File: config.mk
export PLATFORM = sky130hd
export DESIGN_NAME = player_move_ctrl_flat
export DESIGN_NICKNAME = d
export VERILOG_FILES = /design/src/rtl/player_move_pkg.sv /design/src/rtl/player_move_if.sv /design/src/rtl/player_move_ctrl_timer.sv /design/src/rtl/player_move_ctrl.sv /design/src/flat_wrapper.sv
export SDC_FILE = /design/constraint.sdc
export NUM_CORES = 1
export LEC_CHECK = 0
export ABC_AREA = 1
export CAP_MARGIN = 20
export CORE_MARGIN = 8
export CORE_UTILIZATION = 28
export DETAILED_ROUTE_END_ITERATION = 6
export SLEW_MARGIN = 0
export SYNTH_ARGS = -nofsm -noshare
export SYNTH_HDL_FRONTEND = slang
export SYNTH_SLANG_ARGS = --single-unit
export TNS_END_PERCENT = 30
File: constraint.sdc
create_clock -name clk -period 1.85 [get_ports clk]
set_input_delay 0.37 -clock clk [delete_from_list [all_inputs] [get_ports clk]]
set_output_delay 0.37 -clock clk [all_outputs]
set_load 0.005 [all_outputs]
File: src/rtl/player_move_pkg.sv
// Shared move codes, FSM states and grid defaults for the player mover
// and the collision detector it feeds.
package player_move_pkg;

    typedef logic [2:0] move_t;

    localparam move_t MOVE_NONE  = 3'b000;
    localparam move_t MOVE_RIGHT = 3'b100;
    localparam move_t MOVE_UP    = 3'b001;
    localparam move_t MOVE_LEFT  = 3'b010;
    localparam move_t MOVE_DOWN  = 3'b011;

    typedef enum logic [1:0] {
        S_IDLE,
        S_REQ,
        S_WAIT,
        S_HOLD
    } state_t;

    localparam int GRID_W_DEF = 20;
    localparam int GRID_H_DEF = 15;

endpackage

File: src/rtl/player_move_if.sv
// Mover <-> collision detector link: proposed move and current position
// out, resolved position back.
interface player_move_if;
    import player_move_pkg::*;

    move_t      move;
    logic [4:0] cur_x;
    logic [4:0] cur_y;
    logic [4:0] new_x;
    logic [4:0] new_y;

    modport master (
        output move, cur_x, cur_y,
        input  new_x, new_y
    );

    modport slave (
        input  move, cur_x, cur_y,
        output new_x, new_y
    );

endinterface

File: src/rtl/player_move_ctrl_timer.sv
// Loadable down-counter shared by the settle (WAIT) and auto-repeat
// (HOLD) windows of the player mover.
module move_rate_timer #(
    parameter int W = 4
) (
    input  logic         clk,
    input  logic         resetn,
    input  logic         load,
    input  logic [W-1:0] load_val,
    input  logic         dec,
    output logic         zero
);

    logic [W-1:0] cnt;

    always_ff @(posedge clk or negedge resetn) begin
        if (!resetn) begin
            cnt <= '0;
        end else if (load) begin
            cnt <= load_val;
        end else if (dec) begin
            cnt <= cnt - 1'b1;
        end
    end

    assign zero = (cnt == '0);

endmodule

File: src/rtl/player_move_ctrl.sv
// Rate-limited player mover: keys -> detector request -> settle -> commit.
// Define BOUNDS_GUARD_EN to reject off-grid commits and add bound_err.
module player_move_ctrl
    import player_move_pkg::*;
#(
    parameter int         MOVE_DIV   = 25_000_000,
    parameter int         SETTLE_CYC = 2,
    parameter logic [4:0] SPAWN_X    = 5'd1,
    parameter logic [4:0] SPAWN_Y    = 5'd1
`ifdef BOUNDS_GUARD_EN
    ,
    parameter int         GRID_W     = GRID_W_DEF,
    parameter int         GRID_H     = GRID_H_DEF
`endif
) (
    input  logic          clk,
    input  logic          resetn,
    input  logic          respawn,
    input  logic          key_right,
    input  logic          key_up,
    input  logic          key_left,
    input  logic          key_down,
    player_move_if.master det,
    output logic [4:0]    player_x,
    output logic [4:0]    player_y,
    output logic          moved,
    output logic          blocked,
    output logic          busy
`ifdef BOUNDS_GUARD_EN
    ,
    output logic          bound_err
`endif
);

    localparam int CW = $clog2(MOVE_DIV + 1);
    localparam logic [CW-1:0] SET_LD  = CW'(SETTLE_CYC - 1);
    localparam logic [CW-1:0] HOLD_LD = CW'(MOVE_DIV - 1);

    state_t        state;
    move_t         move_q;
    move_t         key_code;
    logic          t_load;
    logic          t_dec;
    logic          t_zero;
    logic [CW-1:0] t_val;
    logic          pos_same;

    always_comb begin
        key_code = MOVE_NONE;
        priority case (1'b1)
            key_right: key_code = MOVE_RIGHT;
            key_up:    key_code = MOVE_UP;
            key_left:  key_code = MOVE_LEFT;
            key_down:  key_code = MOVE_DOWN;
            default:   key_code = MOVE_NONE;
        endcase
    end

    always_comb begin
        t_load = 1'b0;
        t_dec  = 1'b0;
        t_val  = HOLD_LD;
        unique case (state)
            S_REQ: begin
                t_load = 1'b1;
                t_val  = SET_LD;
            end
            S_WAIT: begin
                t_load = t_zero;
                t_dec  = !t_zero;
            end
            S_HOLD:  t_dec = !t_zero;
            default: ;
        endcase
    end

    move_rate_timer #(.W(CW)) u_timer (
        .clk      (clk),
        .resetn   (resetn),
        .load     (t_load),
        .load_val (t_val),
        .dec      (t_dec),
        .zero     (t_zero)
    );

    assign pos_same = (det.new_x == player_x) && (det.new_y == player_y);

`ifdef BOUNDS_GUARD_EN
    logic oob;
    assign oob = (int'(det.new_x) >= GRID_W) || (int'(det.new_y) >= GRID_H);
`endif

    always_ff @(posedge clk or negedge resetn) begin
        if (!resetn) begin
            state     <= S_IDLE;
            move_q    <= MOVE_NONE;
            player_x  <= SPAWN_X;
            player_y  <= SPAWN_Y;
            moved     <= 1'b0;
            blocked   <= 1'b0;
            busy      <= 1'b0;
`ifdef BOUNDS_GUARD_EN
            bound_err <= 1'b0;
`endif
        end else begin
            moved   <= 1'b0;
            blocked <= 1'b0;
            if (respawn) begin
                // respawn overrides a commit landing on the same edge
                state     <= S_IDLE;
                move_q    <= MOVE_NONE;
                player_x  <= SPAWN_X;
                player_y  <= SPAWN_Y;
                busy      <= 1'b0;
`ifdef BOUNDS_GUARD_EN
                bound_err <= 1'b0;
`endif
            end else begin
                unique case (state)
                    S_IDLE: begin
                        if (key_code != MOVE_NONE) begin
                            move_q <= key_code;
                            state  <= S_REQ;
                            busy   <= 1'b1;
                        end
                    end
                    S_REQ: state <= S_WAIT;
                    S_WAIT: begin
                        if (t_zero) begin
                            move_q <= MOVE_NONE;
                            state  <= S_HOLD;
`ifdef BOUNDS_GUARD_EN
                            if (oob) begin
                                blocked   <= 1'b1;
                                bound_err <= 1'b1;
                            end else
`endif
                            begin
                                player_x <= det.new_x;
                                player_y <= det.new_y;
                                moved    <= !pos_same;
                                blocked  <= pos_same;
                            end
                        end
                    end
                    S_HOLD: begin
                        if (t_zero) begin
                            state <= S_IDLE;
                            busy  <= 1'b0;
                        end
                    end
                    default: state <= S_IDLE;
                endcase
            end
        end
    end

    assign det.move  = move_q;
    assign det.cur_x = player_x;
    assign det.cur_y = player_y;

endmodule

File: src/flat_wrapper.sv
// flat-port wrapper written by rule: the top's interface ports become plain ports
module player_move_ctrl_flat import player_move_pkg::*;
#(
    parameter int         MOVE_DIV   = 25_000_000,
    parameter int         SETTLE_CYC = 2,
    parameter logic [4:0] SPAWN_X    = 5'd1,
    parameter logic [4:0] SPAWN_Y    = 5'd1

)
  (clk, resetn, respawn, key_right, key_up, key_left, key_down, player_x, player_y, moved, blocked, busy, det_move, det_cur_x, det_cur_y, det_new_x, det_new_y);
  player_move_if det_i ();
  input  logic clk;
  input  logic resetn;
  input  logic respawn;
  input  logic key_right;
  input  logic key_up;
  input  logic key_left;
  input  logic key_down;
  output logic [4:0] player_x;
  output logic [4:0] player_y;
  output logic moved;
  output logic blocked;
  output logic busy;
  output wire logic [$bits(det_i.move)-1:0] det_move;
  output wire logic [$bits(det_i.cur_x)-1:0] det_cur_x;
  output wire logic [$bits(det_i.cur_y)-1:0] det_cur_y;
  input wire logic [$bits(det_i.new_x)-1:0] det_new_x;
  input wire logic [$bits(det_i.new_y)-1:0] det_new_y;
  assign det_move = det_i.move;
  assign det_cur_x = det_i.cur_x;
  assign det_cur_y = det_i.cur_y;
  assign det_i.new_x = det_new_x;
  assign det_i.new_y = det_new_y;
  player_move_ctrl #(.MOVE_DIV(MOVE_DIV), .SETTLE_CYC(SETTLE_CYC), .SPAWN_X(SPAWN_X), .SPAWN_Y(SPAWN_Y)) u_core (.clk(clk), .resetn(resetn), .respawn(respawn), .key_right(key_right), .key_up(key_up), .key_left(key_left), .key_down(key_down), .det(det_i), .player_x(player_x), .player_y(player_y), .moved(moved), .blocked(blocked), .busy(busy));
endmodule
Word-level counts from Yosys, hierarchy flattened
Cells that the tools add are included.
{"block": "word_totals", "register_bits": 43, "ramBits": 0, "elab_cells": 67, "inputBits": 17, "latchBits": 0, "memories": 0, "mem_bits_ro": 0, "output_inout_bits": 26}
{"block": "op_classes", "n_mul": 0, "mux": 34, "n_lt_le_gt_ge": 0, "div": 0, "add_sub_neg": 1, "n_reduce_logical": 16, "n_bitwise": 0, "n_shift": 0, "n_eq_ne": 8}
{"op": "$mux W25", "n": 3}
{"op": "$mux W5", "n": 6}
{"op": "$logic_not A25 Y1", "n": 1}
{"op": "$sub A25 B1 Y25 const B", "n": 1}
{"op": "$mux W3", "n": 5}
{"op": "$mux W2", "n": 6}
{"op": "$eq A5 B5 Y1", "n": 2}
{"op": "$mux W1", "n": 10}
{"op": "$ne A3 B2 Y1 const B", "n": 3}
{"op": "$reduce_and A3 Y1", "n": 3}
{"op": "$reduce_bool A3 Y1", "n": 3}
{"op": "$pmux W2 S4", "n": 1}
{"op": "$pmux W3 S2", "n": 1}
{"op": "$reduce_bool A2 Y1", "n": 3}
{"op": "$eq A2 B2 Y1 const B", "n": 2}
{"op": "$pmux W1 S2", "n": 2}
{"op": "$eq A2 B1 Y1 const B", "n": 1}
{"op": "$logic_not A1 Y1", "n": 2}
{"op": "$logic_not A2 Y1", "n": 1}
{"op": "$reduce_and A2 Y1", "n": 1}
{"op": "$reduce_or A2 Y1", "n": 1}
{"op": "$logic_and A1 B1 Y1", "n": 1}

Longest topological paths before layout
Gate-level depths: netlist of run 1.
{"block": "logic_depth", "ltp_word": 8, "mapped_depth": 14}

Modules after synthesis
Synthesis of run 1 repeated with hierarchy kept, for this count alone.
{"block": "hier_totals", "hier_cells": 396, "hier_area_um2": 2892.8}
{"mod": "move_rate_timer", "area_each_um2": 1806.7, "seq_area_each_um2": 625.6, "cells_per_inst": 253, "n_inst": 1}
{"mod": "player_move_ctrl", "area_each_um2": 1086.0, "seq_area_each_um2": 452.9, "cells_per_inst": 143, "n_inst": 1}

Worst setup path before layout of run 1
OpenSTA, ideal clock, no wires.
{"block": "synth_timing", "kind": "reg2reg", "startpoint": "register u_core.u_timer.cnt[0]", "endpoint": "register u_core.u_timer.cnt[20]", "arrival_ns": 1.609, "slack_ns": 0.124, "path_buffers": 1, "setup_ns": 0.117, "t_required_ns": 1.733, "path_stages_with_launch": 15, "path_cell_list": "dfrtp_1 -> inv_1 -> ha_1 -> nand2_2 -> nor2_2 -> nand2_1 -> nor2_4 -> nand3_4 -> nand2_4 -> nand2_4 -> buf_6 -> nand2_1 -> nand2_1 -> nand2_1 -> nand2_1"}
{"block": "synth_via", "elab_chain_cells": 4, "elab_cells_between_ends": 8, "cone_classes": "add/sub: 1; mux: 4; reduce/logical: 3"}
{"element": "from (decl)", "line": "player_move_ctrl_timer.sv:14", "text": "logic [W-1:0] cnt;"}
{"element": "from (signal assigned)", "line": "player_move_ctrl_timer.sv:20", "text": "cnt <= load_val;"}
{"element": "from (signal assigned)", "line": "player_move_ctrl_timer.sv:22", "text": "cnt <= cnt - 1'b1;"}
{"element": "branches (longest 4 deep; another with $sub A25 B1 Y25)"}
Several ways; the timed one is not identified. The select of a mux whose other input is x is not followed.
A chain may end at the register's enable or synchronous reset.

Final worst setup path of run 1
{"block": "layout_timing", "startpoint": "register u_core.u_timer.cnt[1]", "endpoint": "register u_core.u_timer.cnt[11]"}
Same word-level chain as after synthesis.

==> results of run 1 <==
==> logic make-up (layout without fill, tap and decap cells) <==
logic type | after synthesis | after routing
AO/OA/AOI/OAI | 27 | 27
XOR/XNOR | 15 | 15
adder cells (fa/ha/maj) | 5 | 5
buffers and inverters | 72 | 128
flip-flops | 43 | 43
AND/OR/NAND/NOR | 254 | 254
==> registers in the layout, summed over array words and instances (netlist names) <==
signal	count
u_core.busy	1
u_core.state	2
u_core.det.move	3
u_core.det.cur_x	5
u_core.det.cur_y	5
u_core.u_timer.cnt	25
u_core.blocked	1
u_core.moved	1
==> cells in the mapped netlist (3+ instances only) <==
cell type | instances | area [sq um]
xor2_1 | 10 | 87.6
ha_1 | 5 | 62.6
nand2_4 | 5 | 56.3
buf_2 | 4 | 20.0
inv_2 | 5 | 18.8
o21ai_0 | 15 | 75.1
o22ai_1 | 6 | 37.5
nand2_2 | 3 | 18.8
a21oi_1 | 3 | 15.0
nand3_1 | 31 | 155
clkinv_1 | 4 | 15.0
nor2_2 | 3 | 18.8
buf_4 | 11 | 82.6
nand2_1 | 141 | 529
buf_6 | 3 | 33.8
nor3_1 | 8 | 40.0
xnor2_1 | 5 | 43.8
nor2_1 | 49 | 184
nand4_1 | 5 | 31.3
dfrtp_1 | 41 | 1030
inv_1 | 44 | 165
==> worst max-delay path by stage <==
stage | startpoint | endpoint | slack, ns | depth (start not counted)
3_3_place_gp | u_core.u_timer.cnt[1]$_DFFE_PN0P_ | u_core.u_timer.cnt[22]$_DFFE_PN0P_ | 0.04 | 14
6_report | u_core.u_timer.cnt[1]$_DFFE_PN0P_ | u_core.u_timer.cnt[11]$_DFFE_PN0P_ | 0.06 | 14
4_1_cts | u_core.u_timer.cnt[1]$_DFFE_PN0P_ | u_core.u_timer.cnt[14]$_DFFE_PN0P_ | 0.03 | 14
5_1_grt | u_core.u_timer.cnt[0]$_DFFE_PN0P_ | u_core.u_timer.cnt[1]$_DFFE_PN0P_ | -0.07 | 14
2_1_floorplan | u_core.u_timer.cnt[0]$_DFFE_PN0P_ | u_core.u_timer.cnt[20]$_DFFE_PN0P_ | 0.12 | 14
3_5_place_dp | u_core.u_timer.cnt[1]$_DFFE_PN0P_ | u_core.u_timer.cnt[22]$_DFFE_PN0P_ | -0.006 | 14
==> power by group through the flow <==
| stage | Sequential, uW | Clock, uW | Combinational (uW) |
|---|---|---|---|
| detailed placement | 1440 | 0 | 2960 |
| finish | 1440 | 878 | 3330 |
| global placement | 1430 | 0 | 2920 |
| floorplan | 1400 | 0 | 2170 |
| global route | 1480 | 950 | 3780 |
| CTS | 1430 | 913 | 3030 |
==> repair_timing <==
| item | CTS | global route |
|---|---|---|
| resized for setup | 6 | 29 |
| setup buffers | 0 | 4 |
| endpoints found under the setup margin | 9 | 35 |
| cloned | 0 | 1 |
| pin swaps | 2 | 4 |
==> cell type report <==
| cell class | instances | area (sq um) |
|---|---|---|
| Multi-Input combinational cell | 301 | 1570 |
| Fill cell | 1090 | 6350 |
| Clock inverter | 2 | 60.1 |
| Clock buffer | 6 | 72.6 |
| Sequential cell | 43 | 1080 |
| Timing Repair Buffer | 67 | 671 |
| Inverter | 53 | 211 |
| Tap cell | 136 | 170 |
==> routing by layer <==
metal / vias up / GRT usage (%) / routed length, um
met1: 1289 / 12.5 / 3230
met5: - / 0 / 0
li1: 1389 / - / -
met2: 33 / 18.4 / 3680
met3: 8 / 1.63 / 190
met4: 0 / 3.52 / 106
==> metrics by stage <==
stage	hold WS [ns]	std cells	utilization [%]	setup WS [ns]
floorplan	0.0744	416	-	0.124
finish	0.0112	608	37.7	0.0615
global placement	0.352	595	34.7	0.0389
CTS	0.0172	603	36.3	0.0255
global route	0.0314	608	37.7	-0.0673
detailed placement	0.356	595	34.7	-0.00552
==> flow_summary.json, run 1 <==
{
  "status": "finished, final reports clean",
  "die_width_um": 118,
  "drt-vias-per-instance": 4.47,
  "grt_pass1_wl_um": 12300,
  "final_common_cell": "nand2_1",
  "total_power_uw": 5650,
  "n_antenna_cell": 0,
  "synthXorXnorAreaFrac_pct": 4.55,
  "clock_path_buffers": 2,
  "relSlewSlack_pct": 68.5,
  "synth-main-ff-cell": "dfrtp_1",
  "overflow": 0,
  "crit_type": "reg -> reg",
  "cp_num_buf_inv": 2,
  "drt_iter0_drc": 73,
  "period_minus_slack_ns": 1.79,
  "dr.pass1.iters": 5,
  "place_area_sq_mm": 0.00354,
  "syn_area_sq_mm": 0.00289,
  "synthMuxAreaShare_pct": 0,
  "ant_nets": 0,
  "period_share_pct": 96.7,
  "cell_internal_pwr_uw": 3090,
  "cts_tree": "yes",
  "pwr-share-clk_pct": 15.5,
  "required_ns": 2.04,
  "synthArstFlopShare_pct": 100,
  "worstSetupEndpointType": "register",
  "crit_top_cell": "nand2_1",
  "synth_fa_ha_area_share_pct": 2.16,
  "antenna_found_initial": 0,
  "area_growth_pct": 32.8,
  "finalMaxSlewViolations": 0,
  "wl_per_cell_um": 11.9,
  "ys_ff_latch": 43,
  "ys_types": 31,
  "pwr-share-comb_pct": 59.0,
  "coreArea_sq_mm": 0.0102,
  "worstPathArrival_ns": 1.98,
  "synth-simple-area-share_pct": 39.0,
  "p_seq_share_pct": 25.5,
  "ff2ff_setup_slack_ns": 0.06,
  "htreeDepth": 2,
  "seq_area_frac_synth_pct": 37.3,
  "grt_pass1_vias": 2598,
  "crit_path_top_delay_cell": "dfrtp_1",
  "skew_ns": 0.00970,
  "fp.dieArea_sq_mm": 0.0138,
  "layout_common_cells": "nand2_1 (127), nor2_1 (43), inv_1 (42)",
  "nets": 493,
  "synth_top_family_by_area": "simple AND/OR/NAND/NOR gates",
  "p_switching_uw": 2560,
  "worst_pin_slew_ns": 0.473,
  "initial_core_util_pct": 28.4,
  "hold_path_class": "in -> async",
  "syn_nets": 438,
  "tns_ns": 0,
  "ios": 43,
  "routabilityCongestion": 0.834,
  "worstPathMaxFanout": 7,
  "switching_share_pct": 45.4,
  "finalSetupViolations": 0,
  "dpl.hpwl_um": 5470,
  "max-vdd-ir-drop_uv": 625,
  "critPathTopFamily": "simple AND/OR/NAND/NOR gates",
  "clkTransAtPathRegs_ns": 0.09,
  "drive_gt1_share_pct": 17.2,
  "synth_edf_count": 0,
  "numCtsBuffers": 5,
  "path_cells": "inv_2, ha_4, nand2_4, nor2_4, nand2_2, nor2_4, nand3_4, nand2_4, nand2_8, buf_12, nand2_2, nand2_1, nand2_1, nand2_1",
  "r2r-start": "u_core.u_timer.cnt[1]$_DFFE_PN0P_",
  "die_h_um": 118,
  "finalHoldViolCount": 0,
  "ctsHoldBuffers": 0,
  "io_buffers": 42,
  "power.density_mw_per_mm2": 1470,
  "drt_wl_total_um": 7210,
  "clock_latency_ns": 0.30,
  "num_vias": 2719,
  "clock-sinks": 43,
  "yosys_warnings": 0,
  "synth_compound_area_share_pct": 5.28,
  "max_stage_delay_ns": 0.40,
  "num_rows": 37,
  "timing.fmax_mhz": 559,
  "reg2regPathDepth": 14,
  "max_cap_violations": 0,
  "grt_max_degree": 22,
  "p_leak_uw": 0.00191,
  "netlist_instances": 416,
  "r2r_end": "u_core.u_timer.cnt[11]$_DFFE_PN0P_",
  "fin_area_sq_mm": 0.00384,
  "syn_area_per_cell_sq_um": 6.95,
  "grt_usage_pct": 10.4,
  "clockRootBuffer": "clkbuf_8",
  "drc": 0,
  "start_kind": "register",
  "rsz0062_at_grt": "true"
}
No activity file was read; power rests on OpenSTA's default activity.
==> inputs of run 2 (changes only) <==
CORE_UTILIZATION = 30   (was 28)
PLACE_DENSITY_LB_ADDON = 0.15   (was default)
==> run 2 against run 1 <==
Die area down 5.8%. Combinational power hardly changed. Core utilization up 2.2 points. Register-to-register slack about the same. Fmax grew 0.16%. Hold slack better by 0.031 ns. Critical path depth is the same. Design area down 0.81%. Critical path type unchanged. Critical endpoint is now u_core.u_timer.cnt[1]$_DFFE_PN0P_. Highest routed layer unchanged.
==> flow_summary.json, run 2 (same netlist as run 1, synthesis figures left out) <==
{
  "max-vdd-ir-drop_uv": 733,
  "start_kind": "register",
  "clock_latency_ns": 0.29,
  "finalMaxSlewViolations": 0,
  "placed_cells": 592,
  "fp.dieArea_sq_mm": 0.0130,
  "die_h_um": 114,
  "die_width_um": 114,
  "clock_path_buffers": 2,
  "ant_nets": 0,
  "clock-sinks": 43,
  "r2r-start": "u_core.u_timer.cnt[0]$_DFFE_PN0P_",
  "routabilityCongestion": 0.802,
  "regMostFlops": "u_core.u_timer.cnt",
  "dr.pass1.iters": 4,
  "area_growth_pct": 31.7,
  "hold_path_class": "in -> async",
  "status": "finished, final reports clean",
  "wl_per_cell_um": 12.0,
  "timing.fmax_mhz": 560,
  "drt_iter0_drc": 109,
  "worstSetupEndpointType": "register",
  "power.density_mw_per_mm2": 1430,
  "num_vias": 2630,
  "n_antenna_cell": 0,
  "period_share_pct": 96.5,
  "relSlewSlack_pct": 68.5,
  "crit_top_cell": "nand2_1",
  "tns_ns": 0,
  "finalNonFillerCells": 607,
  "crit_type": "reg -> reg",
  "grt_pass1_wl_um": 12500,
  "required_ns": 2.03,
  "ff2ff_setup_slack_ns": 0.06,
  "worstPathMaxFanout": 13,
  "final_common_cell": "nand2_1",
  "grt_pass1_vias": 2648,
  "io_buffers": 42,
  "final_util_pct": 39.9,
  "drive_gt1_share_pct": 15.8,
  "finalHoldViolCount": 0,
  "crit_path_top_delay_cell": "dfrtp_1",
  "num_rows": 36,
  "total_power_uw": 5430,
  "clkTransAtPathRegs_ns": 0.08,
  "worst_pin_slew_ns": 0.468,
  "rsz0062_at_grt": "true",
  "worstPathArrival_ns": 1.97,
  "grt_max_degree": 44,
  "overflow": 0,
  "ctsHoldBuffers": 0,
  "cts_tree": "yes",
  "largest_reg_flops": 25,
  "p_leak_uw": 0.00192,
  "drc": 0,
  "nets": 495,
  "drt-vias-per-instance": 4.33,
  "initial_core_util_pct": 30.3,
  "numCtsBuffers": 5,
  "max_cap_violations": 0,
  "period_minus_slack_ns": 1.79,
  "drt_wl_total_um": 7300,
  "finalSetupViolations": 0,
  "layout_common_cells": "nand2_1 (132), nor2_1 (46), inv_1 (42)",
  "antenna_found_initial": 0,
  "coreArea_sq_mm": 0.00955,
  "path_cells": "inv_2, ha_4, nand2_4, nor2_4, nand2_2, nor2_4, nand3_4, nand2_4, nand2_8, buf_12, nand2_1, nand2_1, nand2_1, nand2_1",
  "ios": 43,
  "skew_ns": 0.00759,
  "max_stage_delay_ns": 0.39,
  "cp-startpoint": "u_core.u_timer.cnt[0]$_DFFE_PN0P_",
  "dpl.hpwl_um": 5390,
  "htreeDepth": 2,
  "grt_usage_pct": 11.7,
  "clockRootBuffer": "clkbuf_8"
}
## run 2: cell types whose count changed in the layout (fill, tap and decap cells not counted), moves of 2 or more
cell / previous run / this run
bufinv_16: 2 / 0
clkbuf_8: 5 / 7
nor2_2: 6 / 4
nand2_4: 7 / 5
nand2_1: 127 / 132
nand2_2: 14 / 11
nor2_1: 43 / 46
## run 2: power by group
| part | switching, uW | internal, uW |
|---|---|---|
| Sequential | 213 | 1200 |
| Combinational | 1970 | 1370 |
| Clock | 331 | 342 |
| Total | 2520 | 2920 |
## run 2: timing repair
| item | in CTS | in global routing |
|---|---|---|
| resized for setup | 3 | 21 |
| cloned | 0 | 2 |
| pin swaps | 1 | 11 |
| endpoints found under the setup margin | 3 | 42 |
| endpoints found under the hold margin | 0 | 0 |
| buffers inserted | 1 | 4 |
## run 2: metal layers
metal | vias up | wire (um) | GRT usage (%)
met4 | 0 | 78 | 2.75
met1 | 1198 | 3370 | 14.6
met2 | 31 | 3600 | 20.3
met3 | 4 | 248 | 1.90
li1 | 1397 | - | -
met5 | - | 0 | 0
## run 2: layout make-up
type	instances	area, sq um
tap	133	166
inverter	53	199
timing repair buffer	69	719
multi-input combinational	301	1540
sequential	43	1080
fill	1040	5740
clock buffer	8	100
## run 2: worst paths after layout
| check | endpoint | cells past startpoint |
|---|---|---|
| worst max-delay path | u_core.u_timer.cnt[1]$_DFFE_PN0P_ | 14 |
| worst min-delay path | u_core.det.move[0]$_DFFE_PN0P_ | 2 |
| worst max register to register | u_core.u_timer.cnt[1]$_DFFE_PN0P_ | 14 |
| worst min register to register | u_core.det.move[1]$_DFFE_PN0P_ | 2 |
| max in group asynchronous | u_core.det.cur_x[0]$_DFFE_PN1P_ | 2 |
| min in group clk | u_core.det.move[1]$_DFFE_PN0P_ | 2 |
## run 2: critical path, delay by kind of cell, from the launching register on
family / cells / cell delay [ns]
adder cells (fa/ha/maj): 1 / 0.14
buffers and inverters: 2 / 0.26
flip-flops: 1 / 0.39
AND/OR/NAND/NOR: 11 / 0.89
## run 2: through the flow
step           worst slack, ns  hold slack, ns  instance area (sq um)
2_1_floorplan            0.124          0.0744                   2890
4_1_cts                0.00174          0.0443                   3670
3_3_place_gp            0.0241           0.371                   3540
5_1_grt                -0.0858          0.0477                   3810
6_report                0.0643          0.0419                   3810
3_5_place_dp           0.00278           0.369                   3540
==> inputs of run 3 (changes only) <==
CAP_MARGIN = 15   (was 20)
CORE_ASPECT_RATIO = 1.4   (was default)
PLACE_DENSITY_LB_ADDON = default   (was 0.15)
==> run 3 against run 2 <==
Clock power increased by 27%. Sequential power about the same. Fmax down 0.36%. Combinational power grew 12%. Critical path type unchanged. Critical endpoint unchanged.
==> flow_summary.json, run 3 (same netlist as run 1, synthesis figures left out) <==
{
  "n_fill_cell": 929,
  "r2r-start": "u_core.u_timer.cnt[1]$_DFFE_PN0P_",
  "drt_wl_total_um": 7690,
  "ant_nets": 0,
  "finalSetupViolations": 0,
  "drt_iter0_drc": 137,
  "seq_area_sq_mm": 0.00108,
  "relSlewSlack_pct": 56.1,
  "required_ns": 2.02,
  "status": "finished, final reports clean",
  "period_minus_slack_ns": 1.79,
  "cts_tree": "yes",
  "cell_internal_pwr_uw": 3250,
  "regMostFlops": "u_core.u_timer.cnt",
  "crit_path_top_delay_cell": "dfrtp_1",
  "num_vias": 2800,
  "grt_pass1_vias": 2773,
  "io_buffers": 42,
  "total_power_uw": 6010,
  "clkTransAtPathRegs_ns": 0.06,
  "worst_pin_slew_ns": 0.658,
  "pwr-share-clk_pct": 14.2,
  "num_rows": 42,
  "clock_latency_ns": 0.28,
  "nets": 507,
  "max-vdd-ir-drop_uv": 482,
  "p_leak_uw": 0.00200,
  "worstPathMaxFanout": 5,
  "drc": 0,
  "layout_common_cells": "nand2_1 (124), nor2_1 (45), inv_1 (41), clkdlybuf4s50_1 (41), dfrtp_1 (41)",
  "dr.pass1.iters": 4,
  "max_cap_violations": 0,
  "wl_per_cell_um": 12.9,
  "drive_gt1_share_pct": 20.2,
  "worstSetupEndpointType": "register",
  "clock-sinks": 43,
  "initial_core_util_pct": 30.7,
  "antenna_found_initial": 0,
  "switching_share_pct": 46.0,
  "numCtsBuffers": 5,
  "die_h_um": 132,
  "p_seq_share_pct": 23.5,
  "overflow": 0,
  "area_growth_pct": 37.3,
  "grt_pass1_wl_um": 12500,
  "reg2regPathDepth": 13,
  "largest_reg_flops": 25,
  "pwr-share-comb_pct": 62.3,
  "path_cells": "inv_2, ha_4, nand2_4, nor2_4, nand2_2, nor2_4, nand3_4, nand2_4, buf_6, nand2_4, clkbuf_16, nand3_1, nand2_1",
  "crit_type": "reg -> reg",
  "place_area_sq_mm": 0.00354,
  "power.density_mw_per_mm2": 1510,
  "clockRootBuffer": "clkbuf_16",
  "ctsHoldBuffers": 0,
  "multi_input_area_sq_mm": 0.00161,
  "skew_ns": 0.00582,
  "dpl.hpwl_um": 5420,
  "p_switching_uw": 2760,
  "grt_usage_pct": 11.7,
  "worstPathArrival_ns": 1.97,
  "n_antenna_cell": 0,
  "die_width_um": 99.0,
  "max_stage_delay_ns": 0.39,
  "ff2ff_setup_slack_ns": 0.06,
  "ios": 43,
  "rsz0062_at_grt": "true",
  "htreeDepth": 2,
  "final_common_cell": "nand2_1",
  "drt-vias-per-instance": 4.70,
  "timing.fmax_mhz": 558,
  "fin_area_sq_mm": 0.00397,
  "routabilityCongestion": 0.828,
  "finalHoldViolCount": 0,
  "fp.dieArea_sq_mm": 0.0131,
  "clock_path_buffers": 2,
  "grt_max_degree": 28,
  "coreArea_sq_mm": 0.00941,
  "finalMaxSlewViolations": 0,
  "crit_top_cell": "nand2_4",
  "start_kind": "register",
  "hold_path_class": "in -> async",
  "period_share_pct": 96.9,
  "r2r_end": "u_core.u_timer.cnt[1]$_DFFE_PN0P_"
}
## run 3: final cells by class
class	instances	share of cell area [%]
Timing Repair Buffer	79	20.0
Sequential cell	43	27.2
Inverter	53	5.17
Clock inverter	2	0.315
Multi-Input combinational cell	303	40.6
Clock buffer	6	3.25
Tap cell	110	3.47
## run 3: worst max path at each step
stage	from	to	slack [ns]	cells past startpoint
after floorplan	u_core.u_timer.cnt[0]$_DFFE_PN0P_	u_core.u_timer.cnt[20]$_DFFE_PN0P_	0.12	14
after global placement	u_core.u_timer.cnt[1]$_DFFE_PN0P_	u_core.u_timer.cnt[7]$_DFFE_PN0P_	0.04	13
after detailed placement	u_core.u_timer.cnt[1]$_DFFE_PN0P_	u_core.u_timer.cnt[20]$_DFFE_PN0P_	-0.02	14
after CTS	u_core.u_timer.cnt[0]$_DFFE_PN0P_	u_core.u_timer.cnt[10]$_DFFE_PN0P_	0.004	14
after global routing	u_core.u_timer.cnt[3]$_DFFE_PN0P_	u_core.u_timer.cnt[11]$_DFFE_PN0P_	-0.06	11
final	u_core.u_timer.cnt[1]$_DFFE_PN0P_	u_core.u_timer.cnt[1]$_DFFE_PN0P_	0.06	13
## run 3: critical path, delay by kind of cell (launching register included)
| kind | cells | cell delay [ns] |
|---|---|---|
| adder cells (fa/ha/maj) | 1 | 0.15 |
| buffers and inverters | 3 | 0.37 |
| AND/OR/NAND/NOR | 9 | 0.76 |
| flip-flops | 1 | 0.39 |
## run 3: metrics by stage
step / setup slack, ns / instances / utilization [%] / hold WS, ns / TNS, ns
after detailed placement: -0.0161 / 577 / 37.6 / 0.437 / -0.0207
after floorplan: 0.124 / 416 / - / 0.0744 / 0
final: 0.0579 / 596 / 42.2 / 0.113 / 0
after CTS: 0.00446 / 588 / 39.8 / 0.129 / 0
after global placement: 0.0425 / 577 / 37.6 / 0.444 / 0
after global routing: -0.0560 / 596 / 42.2 / 0.161 / -0.753
## run 3: power by group through the flow
stage | Sequential, uW | Combinational [uW] | Clock, uW
floorplan | 1400 | 2170 | 0
global placement | 1400 | 3010 | 0
detailed placement | 1400 | 3050 | 0
CTS | 1390 | 3210 | 902
global route | 1440 | 4160 | 935
finish | 1410 | 3740 | 854
## run 3: layer usage
metal | vias up | part of all wire (%) | GRT usage (%)
met1 | 1290 | 41 | 12.4
met3 | 7 | 5.4 | 3.33
met2 | 70 | 52 | 21.0
li1 | 1433 | - | -
met4 | 0 | 1.2 | 4.97
met5 | - | 0 | 0
## run 3: repair_timing
action | in CTS | in global routing
pin swaps | 2 | 10
gates cloned | 1 | 4
setup endpoints to repair | 20 | 38
endpoints found under the hold margin | 0 | 0
buffers inserted | 2 | 4
resized for setup | 10 | 32
